==> src/rtl/pipe_stage_reg.sv <==
// Two-entry pipeline stage register (main + skid) with valid/ready handshakes on both sides.
// Define PIPE_STAGE_FWD_EN to build the forwarding tap; otherwise fwd_* are tied to 0.
module pipe_stage_reg #(
    parameter int unsigned DATA_W = 32,
    parameter int unsigned CTRL_W = 16,
    parameter int unsigned DEST_W = 5
) (
    input  logic              clk,
    input  logic              rst_n,
    input  logic              flush,

    input  logic              in_valid,
    output logic              in_ready,
    input  logic [DATA_W-1:0] in_data,
    input  logic [CTRL_W-1:0] in_ctrl,
    input  logic [DEST_W-1:0] in_dest,
    input  logic              in_wr,

    output logic              out_valid,
    input  logic              out_ready,
    output logic [DATA_W-1:0] out_data,
    output logic [CTRL_W-1:0] out_ctrl,
    output logic [DEST_W-1:0] out_dest,
    output logic              out_wr,

    output logic [1:0]        occupancy,

    output logic              fwd_valid,
    output logic [DEST_W-1:0] fwd_dest,
    output logic [DATA_W-1:0] fwd_data
);

    logic              main_valid_q, main_valid_d;
    logic [DATA_W-1:0] main_data_q,  main_data_d;
    logic [CTRL_W-1:0] main_ctrl_q,  main_ctrl_d;
    logic [DEST_W-1:0] main_dest_q,  main_dest_d;
    logic              main_wr_q,    main_wr_d;

    logic              skid_valid_q, skid_valid_d;
    logic [DATA_W-1:0] skid_data_q,  skid_data_d;
    logic [CTRL_W-1:0] skid_ctrl_q,  skid_ctrl_d;
    logic [DEST_W-1:0] skid_dest_q,  skid_dest_d;
    logic              skid_wr_q,    skid_wr_d;

    logic accept;
    logic drain;

    // in_ready depends only on the skid register, so no in_* -> in_ready path exists.
    assign accept = in_valid & ~skid_valid_q;
    assign drain  = main_valid_q & out_ready;

    always_comb begin
        main_valid_d = main_valid_q;
        main_data_d  = main_data_q;
        main_ctrl_d  = main_ctrl_q;
        main_dest_d  = main_dest_q;
        main_wr_d    = main_wr_q;
        skid_valid_d = skid_valid_q;
        skid_data_d  = skid_data_q;
        skid_ctrl_d  = skid_ctrl_q;
        skid_dest_d  = skid_dest_q;
        skid_wr_d    = skid_wr_q;

        if (flush) begin
            main_valid_d = 1'b0;
            skid_valid_d = 1'b0;
        end else if (skid_valid_q) begin
            // Skid full implies main full; input is blocked this cycle.
            if (drain) begin
                main_valid_d = 1'b1;
                main_data_d  = skid_data_q;
                main_ctrl_d  = skid_ctrl_q;
                main_dest_d  = skid_dest_q;
                main_wr_d    = skid_wr_q;
                skid_valid_d = 1'b0;
            end
        end else if (accept) begin
            if (!main_valid_q || out_ready) begin
                main_valid_d = 1'b1;
                main_data_d  = in_data;
                main_ctrl_d  = in_ctrl;
                main_dest_d  = in_dest;
                main_wr_d    = in_wr;
            end else begin
                skid_valid_d = 1'b1;
                skid_data_d  = in_data;
                skid_ctrl_d  = in_ctrl;
                skid_dest_d  = in_dest;
                skid_wr_d    = in_wr;
            end
        end else if (drain) begin
            main_valid_d = 1'b0;
        end
    end

    always_ff @(posedge clk or negedge rst_n) begin
        if (!rst_n) begin
            main_valid_q <= 1'b0;
            main_data_q  <= '0;
            main_ctrl_q  <= '0;
            main_dest_q  <= '0;
            main_wr_q    <= 1'b0;
            skid_valid_q <= 1'b0;
            skid_data_q  <= '0;
            skid_ctrl_q  <= '0;
            skid_dest_q  <= '0;
            skid_wr_q    <= 1'b0;
        end else begin
            main_valid_q <= main_valid_d;
            main_data_q  <= main_data_d;
            main_ctrl_q  <= main_ctrl_d;
            main_dest_q  <= main_dest_d;
            main_wr_q    <= main_wr_d;
            skid_valid_q <= skid_valid_d;
            skid_data_q  <= skid_data_d;
            skid_ctrl_q  <= skid_ctrl_d;
            skid_dest_q  <= skid_dest_d;
            skid_wr_q    <= skid_wr_d;
        end
    end

    assign in_ready  = ~skid_valid_q;
    assign out_valid = main_valid_q;
    assign out_data  = main_data_q;
    assign out_ctrl  = main_ctrl_q;
    assign out_dest  = main_dest_q;
    // A stale write enable must never leak out of an empty stage.
    assign out_wr    = main_valid_q & main_wr_q;
    assign occupancy = {1'b0, main_valid_q} + {1'b0, skid_valid_q};

`ifdef PIPE_STAGE_FWD_EN
    assign fwd_valid = main_valid_q & main_wr_q & (main_dest_q != '0);
    assign fwd_dest  = main_dest_q;
    assign fwd_data  = main_data_q;
`else
    assign fwd_valid = 1'b0;
    assign fwd_dest  = '0;
    assign fwd_data  = '0;
`endif

endmodule

==> config.mk <==
export PLATFORM = sky130hd
export DESIGN_NAME = pipe_stage_reg
export DESIGN_NICKNAME = d
export VERILOG_FILES = /design/src/rtl/pipe_stage_reg.sv
export SDC_FILE = /design/constraint.sdc
export NUM_CORES = 1
export LEC_CHECK = 0
export CORE_MARGIN = 2
export CORE_UTILIZATION = 50
export DETAILED_ROUTE_END_ITERATION = 7
export GPL_TIMING_DRIVEN = 0
export PLACE_DENSITY = 0.88
export SETUP_SLACK_MARGIN = 0.2
export SLEW_MARGIN = 15
export SYNTH_ARGS = -nofsm -noshare
export SYNTH_HDL_FRONTEND = slang
export SYNTH_SLANG_ARGS = --single-unit
==> constraint.sdc <==
create_clock -name clk -period 3.22 [get_ports clk]
set_clock_uncertainty 0.15 [all_clocks]
set_input_delay 0.483 -clock clk [delete_from_list [all_inputs] [get_ports clk]]
set_output_delay 0.483 -clock clk [all_outputs]
set_load 0.01 [all_outputs]
==> results by group <==
Power and ir drop
  – Leakage power total: 3.034 nW
  – Worst IR drop on VDD: 339.7 uV
  – PD cells: 599.6 mW/mm^2

Timing
  – Remaining max-slew budget at the tightest pin: 56.40%
  – Count of final setup violators: 0
  – Endpoints failing hold: 0
  – Time the worst path needs with I/O delays and setup: 2.290 ns
  – Max-slew violation count: 0
  – Share of the clock period used by the worst path after layout: 71.12%
  – Fin worst setup slack: 0.9299 ns
  – Fmax achieved: 436.7 MHz
  – Least-Margin Pin Slew: 0.6519 ns
  – RSZ-0062 raised after global routing: no

Critical path
  – FF-to-FF Start: skid_valid_q$_DFF_PN0_
  – Cell breakdown of the critical path: ha_1, clkdlybuf4s50_1
  – Kind of end point of the critical path: output port
  – Buffers plus inverters on the worst setup path: 1
  – Endpoint arrival time on the critical path: 1.66 ns
  – Worst-path cell with the longest stage delay: clkdlybuf4s50_1
  – Worst setup path startpoint: out_valid$_DFFE_PN0P_
  – Critical path peak fanout: 7
  – Critical path start-end classification: flop to output port
  – CP startpoint kind: flop
  – CP Data Required Time: 2.59 ns
  – Peak per-stage delay on the critical path: 0.52 ns
  – Largest delay contributor family on the critical path: buffers and inverters

Floorplanning
  – CORE AREA: 0.009819 mm^2
  – Die width: 105.0 um
  – Die Y: 105.0 um
  – Row cnt: 36
  – # IOs: 155
  – Die footprint: 0.01102 mm^2
  – Starting utilization of the core area: 51.90%

Global routing
  – Number of global-route vias before repair: 3372
  – First-pass GRT wire length: 16620 um
  – Antenna violations before repair: 0
  – Congestion Overflow GR: 0
  – Pin count of the biggest net entering global routing: 61
  – Overall Global Routing Usage: 19.09%

Clock network
  – Clock tree root buffer cell: clkbuf_8
  – CTS H-tree depth: 3
  – Clock buffer count from CTS: 9
  – Largest buffer count on any clock path: 2
  – Clock transition at the registers of the reported paths: 0.10 ns
  – Clock Latency Late Sink: 0.37 ns
  – Post-cts repair resize count: 0
  – Clock tree from TritonCTS: yes
  – CTS Sinks: 110

Cells and area
  – Layout Utilization: 69.64%
  – Layout Nets: 564
  – Leading cell type in the layout, fill and taps excluded: mux2_2
  – Fraction of layout cells with a size suffix above 1: 44.49%
  – Antenna diode count: 0
  – Leading cell types in the layout, fill and taps excluded: mux2_2 (158), clkdlybuf4s50_1 (115), dfrtp_1 (110)
  – Layout overhead on the synthesized area: 34.18%

Synthesis
  – Count of synthesis-stage warnings from yosys: 0
  – Average size of a mapped cell: 15.08 um^2
  – Post-synthesis instance area: 0.005096 mm^2
  – Number of cells produced by synthesis: 338
  – Yosys reg bits: 110
  – Count of cell types in the netlist: 19
  – Seq/Total Area, Yosys: 54.01%

Job
  – MaxCap Viol Count: 0

Min path
  – Beginning of the worst hold path: out_data[0]$_DFFE_PN0P_
  – Worst min path class: flop to flop

Drt
  – First-iteration detailed-routing DRC count: 64
  – Final Routed Wirelength: 9967 um
  – Drc violations: 0
  – First-pass iteration count of the detailed router: 4
  – Routed length per instance: 15.55 um
  – DR vias: 3112
  – Antenna-violating nets left: 0
  – Post-detailed-route via-to-cell ratio: 4.855

Placed design
  – Number of buffer cells added on primary ports: 116
  – Post-DP HPWL: 7139 um
  – Setup slack at placement: 0.6155 ns
  – Routability cong.: 0.6973

Status
  – Status: complete, no violations
-- routing by layer --
| layer | vias to the layer above | wire (um) | track usage (%) |
|---|---|---|---|
| li1 | 1444 | - | - |
| met1 | 1546 | 4231 | 23.41 |
| met2 | 111 | 4904 | 32.24 |
| met3 | 11 | 679 | 4.991 |
| met4 | 0 | 151 | 7.429 |
| met5 | - | 0 | 0 |
-- layout make-up --
class,count,area (um^2)
Sequential cell,110,2753
Inverter,2,7.507
Timing Repair Buffer,118,1200
Clock inverter,4,95.09
Buffer,54,421.7
Tap cell,133,166.4
Fill cell,710,2982
Multi-Input combinational cell,209,2053
Clock buffer,11,141.4
-- report_power, final --
| group | internal [mW] | switching [mW] |
|---|---|---|
| logic | 0.760 | 0.400 |
| registers | 1.77 | 0.193 |
| clock network | 0.533 | 0.445 |
| total | 3.06 | 1.04 |
-- synthesized netlist by cell type --
cell	instances	area share (%)
inv_1	2	0.15
dfrtp_1	110	54
and2b_2	1	0.17
ha_1	1	0.25
a21o_1	1	0.15
nand4_2	1	0.25
mux2_1	4	0.88
clkbuf_1	3	0.22
conb_1	1	0.074
buf_4	38	5.6
mux2i_1	1	0.20
buf_1	2	0.15
buf_2	1	0.098
mux2_2	158	35
a211oi_1	1	0.15
a21oi_1	1	0.098
nor3_4	1	0.32
buf_6	10	2.2
and2_1	1	0.12
-- cells by family after synthesis --
kind of cell	after synthesis	synth area share, %
compound gates	3	0.3928
buf+inv	56	8.421
simple gates	4	0.8595
other cells	1	0.07359
flops	110	54.01
mux	163	35.99
fa+ha+maj	1	0.2455
-- per-stage QoR --
step	cell area (um^2)	TNS, ns	total power [mW]	hold slack [ns]	std cells
floorplan	5235	0	2.562	0.03741	375
global placement	6563	-279.71	3.089	0.3189	624
detailed placement	6591	0	3.161	0.3259	625
CTS	6838	0	4.145	0.3480	641
global route	6838	0	4.310	0.3641	641
finish	6838	0	4.100	0.3430	641
-- worst paths after layout --
kind / to / slack (ns) / cells past startpoint
setup / recovery: occupancy[0] / 0.93 / 2
setup reg to reg: out_ctrl[14]$_DFFE_PN0P_ / 0.98 / 4
min in group asynchronous: skid_data_q[23]$_DFFE_PN0P_ / 0.52 / 2
max in group asynchronous: out_data[7]$_DFFE_PN0P_ / 1.76 / 3
hold / removal: out_data[0]$_DFFE_PN0P_ / 0.34 / 1
hold reg to reg: out_data[0]$_DFFE_PN0P_ / 0.34 / 1
-- sequential cells by signal (all words and copies together) (netlist names), 5 cells and up --
signal,cells
out_dest,5
skid_data_q,32
out_data,32
skid_ctrl_q,16
skid_dest_q,5
out_ctrl,16
-- timing repair --
action | 4_1_cts | 5_1_grt
hold buffers | 1 | 0
hold endpoints to repair | 59 | 0
setup buffers | 0 | 0
No activity file was read; power rests on OpenSTA's default activity.
==> edit (same settings) <==
Reset style: synchronous (`rst_n`), changed in one clocked block.
--- a/src/rtl/pipe_stage_reg.sv
+++ b/src/rtl/pipe_stage_reg.sv
@@ -95,3 +95,3 @@
 
-    always_ff @(posedge clk or negedge rst_n) begin
+    always_ff @(posedge clk) begin
         if (!rst_n) begin
Check against the original RTL: differs if rst_n is asserted again (counterexample within 4 cycles, from zero or initial values and one cycle with rst_n low); with rst_n held inactive, the same outputs for 4 cycles.
==> edit against the original RTL <==
  * Die area grew 4.4%
  * Design area grew 2.0%
  * Critical endpoint is now in_ready
  * Area after synthesis grew 4.6%
  * Global-route usage grew 3.7 points
  * Hold slack lost 0.034 ns
  * Highest routed layer unchanged
  * Routed wire length grew 30%
  * Via count grew 40%
  * Setup slack lost 0.24 ns
  * Sequential cell count is the same
Power is not compared: it rests on default switching activity, and its combinational part moved more than twofold at a synthesized area within 25%.
==> edit: results (changes against the original RTL) <==
status = finished, final reports clean
placer congestion estimate = 0.7836 (+12%)
sequential area share after synthesis = 0.4130 (-0.1271)
first-pass GRT wire length = 20840 um (+25%)
min-delay src = out_data[12]$_SDFFE_PN0P_
worst vdd rail ir drop = 0.0002073 V
Unique masters post-synth = 20 (+1)
post-CTS sizing = 0 (unchanged)
antenna cell count = 0 (unchanged)
port bufs = 115 (-0.86%)
setup bufs post-CTS = 0 (unchanged)
Total GRT Usage = 0.2281 (+0.03728)
TritonRoute pass-1 iters = 4 (unchanged)
Inst Count DP = 870 (+39%)
cell leakage power = 2.983 nW
H-tree depth = 3 (unchanged)
Reg clk slew, reported paths = 0.11 ns
hold crit path type = flop to flop
WL final = 12920 um (+30%)
mean routed wirelength per cell = 14.58 um (-6.2%)
nets@finish = 805 (+43%)
vias in the first global route = 4401 (+31%)
First DRT Iteration DRCs = 135 (+110%)
Place WS = 0.8825 ns (+0.2670 ns)
Post-synth ARST share = 0 (-1.000)
dpl hpwl = 9805 um (+37%)
clock latency at the later pin of the worst-skew pair = 0.37 ns (about the same)
placed cell area = 0.006792 mm2 (+3.0%)
CP Launch Point = skid_valid_q$_SDFF_PP0_
CP arrival = 1.89 ns (+0.23 ns)
largest net degree at the start of global routing = 18 (-70%)
Clock Tree Root = clkbuf_8
Syn Area/Cell = 9.160 um2 (-39%)
CTS buffer count = 9 (unchanged)
commonest cells in the netlist = nand2_1 (218), dfxtp_1 (110), mux2i_1 (108)
Most used DFF post-synth = dfxtp_1
share of cells above drive strength 1 = 0.1000 (-0.3449)
largest cells by area after synthesis = dfxtp_1 (41%), mux2i_1 (20%), nand2_1 (15%)
Rel. slew slack = 0.6135 (+0.04952)
drt via density = 4.923 (+1.4%)
Ys Warns = 0 (unchanged)
ANT nets after route = 0 (unchanged)
Critical Path Fanout Max = 10 (+3)
initial antenna violation count = 0 (unchanged)
R2R Path Start = out_valid$_SDFFE_PP0P_
clock tree buffer depth = 2 (unchanged)
-- edit: cell types whose count changed in the layout (fill, tap and decap cells not counted), sizes merged, moves of 8 or more --
cell    change
buf         +8
clkbuf     +17
dfrtp     -110
dfxtp     +110
mux2      -108
mux2i     +107
nand2     +218
-- edit: layer usage --
metal | global-route usage | wire (um) | part of all wire | vias to the layer above
li1 | - | - | - | 2150
met1 | 0.2656 | 5478 | 0.42 | 2073
met2 | 0.4200 | 6587 | 0.51 | 129
met3 | 0.04661 | 751 | 0.058 | 10
met4 | 0.06586 | 98 | 0.0076 | 0
met5 | 0 | 0 | 0 | -
-- edit: logic make-up (layout without fill, tap and decap cells) --
| logic type | after synthesis | after routing | share of synthesized area |
|---|---|---|---|
| flops | 110 | 110 | 0.4130 |
| compound gates | 4 | 4 | 0.005396 |
| fa+ha+maj | 1 | 1 | 0.002346 |
| simple gates | 222 | 222 | 0.1582 |
| buf+inv | 82 | 213 | 0.1035 |
| mux | 162 | 162 | 0.3168 |
| other cells | 1 | 38 | 0.0007034 |
-- edit: path summary, 6_finish.rpt --
kind                            endpoint  slack [ns]  cells after the start
max                             in_ready        0.69                      4
max reg2reg  skid_ctrl_q[0]$_SDFFE_PN0P_        1.34                      5
min            out_data[12]$_SDFFE_PN0P_        0.31                      2
min reg2reg    out_data[12]$_SDFFE_PN0P_        0.31                      2
-- edit: area by class of cell --
cell class                      count  area, um2
Fill cell                         853       3346
Clock inverter                      4      31.28
Timing Repair Buffer              115       1151
Tap cell                          136      170.2
Inverter                            2      7.507
Buffer                             80      544.3
Clock buffer                       12      155.1
Sequential cell                   110       2202
Multi-Input combinational cell    427       2716
-- edit: critical path: stages (launching register included) --
cell             delay (ns)
dfxtp_1                0.42
buf_2                  0.30
buf_4                  0.25
inv_2                  0.05
clkdlybuf4s50_1        0.48
-- edit: where the power goes --
part           leakage (nW)  total (mW)  internal [mW]  switching, mW
clock                0.0848       0.794          0.326          0.468
combinational          2.01       0.445          0.239          0.206
sequential            0.893        1.43           1.40         0.0240
total                  2.98        2.66           1.97          0.698
